File: config.mk
export PLATFORM = sky130hd
export DESIGN_NAME = div_unit
export DESIGN_NICKNAME = d
export VERILOG_FILES = /design/src/rtl/div_pkg.sv /design/src/rtl/div_step.sv /design/src/rtl/div_unit.sv
export SDC_FILE = /design/constraint.sdc
export NUM_CORES = 1
export LEC_CHECK = 0
export CORE_UTILIZATION = 40
export DETAILED_ROUTE_END_ITERATION = 6
export RECOVER_POWER = 50
export SLEW_MARGIN = 30
export SYNTH_ARGS = -nofsm -noshare
export SYNTH_HDL_FRONTEND = slang
export SYNTH_HIERARCHICAL = 1
export SYNTH_SLANG_ARGS = --single-unit
File: constraint.sdc
create_clock -name clk_i -period 5.8 [get_ports clk_i]
set_input_delay 1.16 -clock clk_i [delete_from_list [all_inputs] [get_ports clk_i]]
set_output_delay 1.16 -clock clk_i [all_outputs]
set_load 0.03 [all_outputs]
File: src/rtl/div_pkg.sv
// div_pkg: shared types, constants and helpers for the iterative divider.
package div_pkg;
    localparam int DIV_WIDTH = 32;
    localparam int DIV_ITERS = 32;
    localparam logic [3:0] DIV_CONTROL  = 4'b1010;
    localparam logic [3:0] DIVU_CONTROL = 4'b1011;

    typedef enum logic [1:0] {IDLE, BUSY, DONE} div_state_t;

    function automatic logic [DIV_WIDTH-1:0] neg_if(input logic n, input logic [DIV_WIDTH-1:0] v);
        return n ? -v : v;
    endfunction
endpackage

File: src/rtl/div_step.sv
// div_step: one radix-2 restoring iteration, shift {rem, quo} left and trial-subtract.
module div_step import div_pkg::*; #(
    parameter int WIDTH = DIV_WIDTH
) (
    input  logic [WIDTH-1:0] i_rem,
    input  logic [WIDTH-1:0] i_quo,
    input  logic [WIDTH-1:0] i_divisor,
    output logic [WIDTH-1:0] o_rem,
    output logic [WIDTH-1:0] o_quo
);
    logic [WIDTH:0] w_sh;
    logic [WIDTH:0] w_diff;
    logic           w_ge;

    assign w_sh   = {i_rem, i_quo[WIDTH-1]};
    assign w_diff = w_sh - {1'b0, i_divisor};
    // rem < divisor holds, so the borrow bit alone tells whether the trial fits
    assign w_ge   = ~w_diff[WIDTH];
    assign o_rem  = w_ge ? w_diff[WIDTH-1:0] : w_sh[WIDTH-1:0];
    assign o_quo  = {i_quo[WIDTH-2:0], w_ge};
endmodule

File: src/rtl/div_unit.sv
// div_unit: multi-cycle MIPS DIV/DIVU unit; remainder to HI, quotient to LO.
module div_unit import div_pkg::*; #(
    parameter int WIDTH = DIV_WIDTH,
    parameter int ITERS = DIV_ITERS
) (
    input  logic             clk_i,
    input  logic             rst_ni,
    input  logic             start_i,
    input  logic             signed_i,
    input  logic             annul_i,
    input  logic [WIDTH-1:0] dividend_i,
    input  logic [WIDTH-1:0] divisor_i,
    output logic             stall_o,
    output logic             busy_o,
    output logic             ready_o,
    output logic [WIDTH-1:0] hi_o,
    output logic [WIDTH-1:0] lo_o
);
    localparam int CW = $clog2(ITERS);

    div_state_t       r_state, w_next;
    logic [CW-1:0]    r_cnt;
    logic [WIDTH-1:0] r_rem, r_quo, r_div, r_hi, r_lo;
    logic             r_neg_q, r_neg_r;
    logic [WIDTH-1:0] w_rem, w_quo;
    logic             w_start, w_dz, w_last;

    assign w_start = start_i & ~annul_i;
    assign w_dz    = divisor_i == '0;
    assign w_last  = r_cnt == CW'(ITERS - 1);
    assign hi_o    = r_hi;
    assign lo_o    = r_lo;

    div_step #(.WIDTH(WIDTH)) u_step (
        .i_rem    (r_rem),
        .i_quo    (r_quo),
        .i_divisor(r_div),
        .o_rem    (w_rem),
        .o_quo    (w_quo)
    );

    always_ff @(posedge clk_i or negedge rst_ni) begin
        if (!rst_ni) r_state <= IDLE;
        else         r_state <= w_next;
    end

    always_comb begin
        w_next  = r_state;
        stall_o = 1'b0;
        busy_o  = r_state == BUSY;
        ready_o = (r_state == DONE) & ~annul_i;
        unique case (r_state)
            IDLE: begin
                w_next  = w_start ? (w_dz ? DONE : BUSY) : IDLE;
                stall_o = w_start;
            end
            BUSY: begin
                w_next  = w_last ? DONE : BUSY;
                stall_o = 1'b1;
            end
            default: w_next = IDLE;
        endcase
        if (annul_i) w_next = IDLE;
    end

    // Operands are held as magnitudes; signs are reapplied on the final step.
    always_ff @(posedge clk_i or negedge rst_ni) begin
        if (!rst_ni) begin
            r_cnt   <= '0;
            r_rem   <= '0;
            r_quo   <= '0;
            r_div   <= '0;
            r_neg_q <= 1'b0;
            r_neg_r <= 1'b0;
            r_hi    <= '0;
            r_lo    <= '0;
        end else if (!annul_i) begin
            if (r_state == IDLE && start_i) begin
                r_cnt   <= '0;
                r_rem   <= '0;
                r_quo   <= neg_if(signed_i & dividend_i[WIDTH-1], dividend_i);
                r_div   <= neg_if(signed_i & divisor_i[WIDTH-1], divisor_i);
                r_neg_q <= signed_i & (dividend_i[WIDTH-1] ^ divisor_i[WIDTH-1]);
                r_neg_r <= signed_i & dividend_i[WIDTH-1];
                if (w_dz) begin
                    r_hi <= dividend_i;
                    r_lo <= '1;
                end
            end else if (r_state == BUSY) begin
                r_rem <= w_rem;
                r_quo <= w_quo;
                r_cnt <= r_cnt + 1'b1;
                if (w_last) begin
                    r_hi <= neg_if(r_neg_r, w_rem);
                    r_lo <= neg_if(r_neg_q, w_quo);
                end
            end
        end
    end
endmodule

==> impl_metrics.toml <==
[run_status]
status = "complete, but fails checks"
violations = "capacitance limit, slew limit"

[detailed_routing]
firstDrtPassIters = 7
routed_wirelength_um = 32900
wl_per_cell_um = 18.1
antenna_left = 0
dr_total_vias = 10200
drtIter0Drc = 700
drc_errors = 0
viasPerCell = 5.59

[critical_path]
slowest_stage = "nor4_1"
critPathLaunch = "r_quo[31]"
crit_type = "reg2reg"
path_buf_inv = 2
crit_arrival_ns = 5.61
path_delay_family = "simple AND/OR/NAND/NOR gates"
required_ns = 6.09
worstPathCellList = "inv_1 > ha_1 > fa_1 > and2b_1 > o2111ai_2 > a21oi_2 > o211ai_2 > a211oi_4 > nor2_4 > mux2i_4 > and2_4 > inv_8 > mux2_2 > nor3_1 > nand4_1 > nor4_1 > nand2b_1 > xor2_1 > a211oi_1"
max_stage_delay_ns = 0.53
cp-end-kind = "flip-flop"
cp-start-kind = "flip-flop"
timing.rr.start = "r_quo[31]"
cp_max_fo = 26

[floorplanning]
initial_core_util_pct = 41.0
num_io_pins = 136
die-area_um2 = 30300
dieWidth_um = 174
num_rows = 62
core_um2 = 28900
die_h_um = 174

[grt]
overflow = 0
grt_pass1_vias = 9693
grt_use_total_pct = 22.1
grt_max_degree = 85
grt_pass1_wl_um = 53600
grt_antenna_before_repair = 0

[timing]
slew_violations = 202
final.setup.tns_ns = 0
finalCritPeriodShare_pct = 91.8
fin_crit_ns = 5.32
relSlewSlack_pct = -180
whs_ns = 0.477
worst_pin_slew_ns = 4.20
fin_skew_ns = 0.0109
rsz0062_at_grt = "no"
finalSetupViolations = 0
fmax_ghz = 0.188
final_hold_viol_count = 0

[power_and_ir_drop]
leakagePower_nw = 5.96
p_per_area_nw_per_um2 = 494
ir_drop_mv = 0.303

[cts]
htreeDepth = 4
cts_buffers = 17
hold_buffers = 0
cts_tree = "yes"
clock_path_buffers = 2
clock-sinks = 169
clock_latency_ns = 0.44
clkSlewWorstSetupHoldPaths_ns = 0.07
root_buffer = "clkbuf_16"

[job]
cap_violations = 3

[cells_and_area]
syn_to_final_growth_pct = 16.9
drive_gt1_share_pct = 7.02
nets = 1534
n_antenna_cell = 0

[synthesis]
syn_inst = 1364
syn_area_per_cell_um2 = 8.70
async_flop_share_pct = 100
syn_nets = 1472
yosysWarningCount = 6
ys_seq_area_share_pct = 35.7
ys.flop_type = "dfrtp_1"
syn_area_um2 = 11900
ys_seq_elements = 169
synth-edff-count = 0
ys_types = 75

[placement]
gp_congestion = 0.906
hpwlAfterDp_um = 24500
port_buffers = 135

[min_path]
min_from = "hi_o[11]"
holdCritPathClass = "reg2reg"
routing by layer:
layer  part of all wire [%]  global-route usage (%)
met1                     48                    30.9
met2                     47                    35.8
met3                    3.9                    2.67
met4                    1.6                    6.21
met5                      0                       0
logic make-up after synthesis:
family,Yosys count,share of synthesized area [%]
adder cells (fa/ha/maj),39,4.18
XOR/XNOR,140,10.3
buffers and inverters,159,6.61
multiplexers,41,4.41
flip-flops,169,35.7
AO/OA/AOI/OAI,409,22.1
AND/OR/NAND/NOR,407,16.7
path summary, 6_finish.rpt:
kind                                 end  slack, ns  cells past startpoint
worst max-delay path            hi_o[21]       0.48                     19
min in group asynchronous        lo_o[5]       2.19                      1
worst min register to register  hi_o[11]       0.48                      1
max in group asynchronous        r_neg_r       1.03                      2
worst max register to register  hi_o[21]       0.48                     19
worst min-delay path            hi_o[11]       0.48                      1
Yosys cell counts, types with 21 or more instances:
library cell / count / area, um2
nand3_1: 21 / 105
a22o_1: 32 / 280
ha_1: 38 / 475
clkbuf_1: 57 / 214
inv_1: 51 / 191
dfrtp_1: 169 / 4230
a31oi_1: 36 / 225
o21ai_0: 131 / 656
nand2_1: 125 / 469
a21oi_1: 77 / 385
xor2_1: 71 / 622
xnor2_1: 69 / 604
o31ai_1: 26 / 195
buf_4: 32 / 240
nor2_1: 113 / 424
nor3_1: 32 / 160
cell usage in the layout, fill, tap and decap left out, types with 4 or more instances in the layout:
master	count
or4_1	12
nand2_1	125
nand3b_1	4
a211oi_1	14
xnor2_1	69
xor2_1	71
nor3b_1	4
mux2_4	19
mux2i_1	17
inv_8	6
a22oi_1	17
or2_2	7
dfrtp_1	168
a21oi_1	77
dlygate4sd3_1	31
nand2b_1	8
a22o_1	32
a31oi_1	35
inv_6	5
inv_1	51
buf_4	10
nand3_1	21
nor2_1	112
clkbuf_16	17
o21ai_0	130
or3_1	12
mux2_2	4
o21a_1	6
ha_1	38
nor2b_1	10
o2111ai_1	4
o31ai_1	26
nor4_1	14
o41ai_1	15
clkdlybuf4s50_1	103
nand4_1	12
and3_1	11
nor3_1	32
a21o_1	19
power by group:
group          internal (W)  switching (W)  leakage (nW)  total (W)
Sequential          0.00139       0.000258          2.23    0.00165
Combinational       0.00169        0.00233          3.44    0.00402
Clock              0.000618       0.000560         0.292    0.00118
Total               0.00369        0.00315          5.96    0.00684
sequential cells by signal, summed over array words and instances, names as in the netlist:
register and cells:
hi_o 32, lo_o 32, r_cnt 5, r_div 32
r_neg_q 1, r_neg_r 1, r_quo 32, r_rem 32
r_state 2
area by class of cell:
type	count	area, um2
Fill cell	2798	15100
Clock buffer	17	425
Sequential cell	169	4230
Timing Repair Buffer	149	1460
Inverter	53	206
Tap cell	384	480
Clock inverter	15	171
Multi-Input combinational cell	1036	6890
through the flow:
step / instance area [um2] / total power (W) / setup slack, ns / util, % / std cells
after CTS: 13900 / 0.00683 / 0.316 / 47.9 / 1822
final: 13900 / 0.00684 / 0.476 / 47.9 / 1823
after global routing: 13900 / 0.00735 / 0.0546 / 47.9 / 1823
after floorplan: 11900 / 0.00484 / 0.957 / - / 1364
after global placement: 13300 / 0.00562 / 0.472 / 45.8 / 1790
after detailed placement: 13300 / 0.00563 / 0.344 / 45.9 / 1790
worst reg2reg max path, stage by stage, from the launching register on:
cell       delay (ns)
dfrtp_1          0.37
inv_1            0.06
ha_1             0.22
fa_1             0.41
and2b_1          0.24
o2111ai_2        0.14
a21oi_2          0.24
o211ai_2         0.17
a211oi_4         0.29
nor2_4           0.09
mux2i_4          0.23
and2_4           0.22
inv_8            0.23
mux2_2           0.43
nor3_1           0.49
nand4_1          0.40
nor4_1           0.54
nand2b_1         0.18
xor2_1           0.16
a211oi_1         0.09
what timing repair did:
item                       CTS  global route
setup buffers                0             1
gates resized for setup      0             0
hold endpoints to repair     0             0
setup endpoints to repair    0             1
No activity file was read; power rests on OpenSTA's default activity.
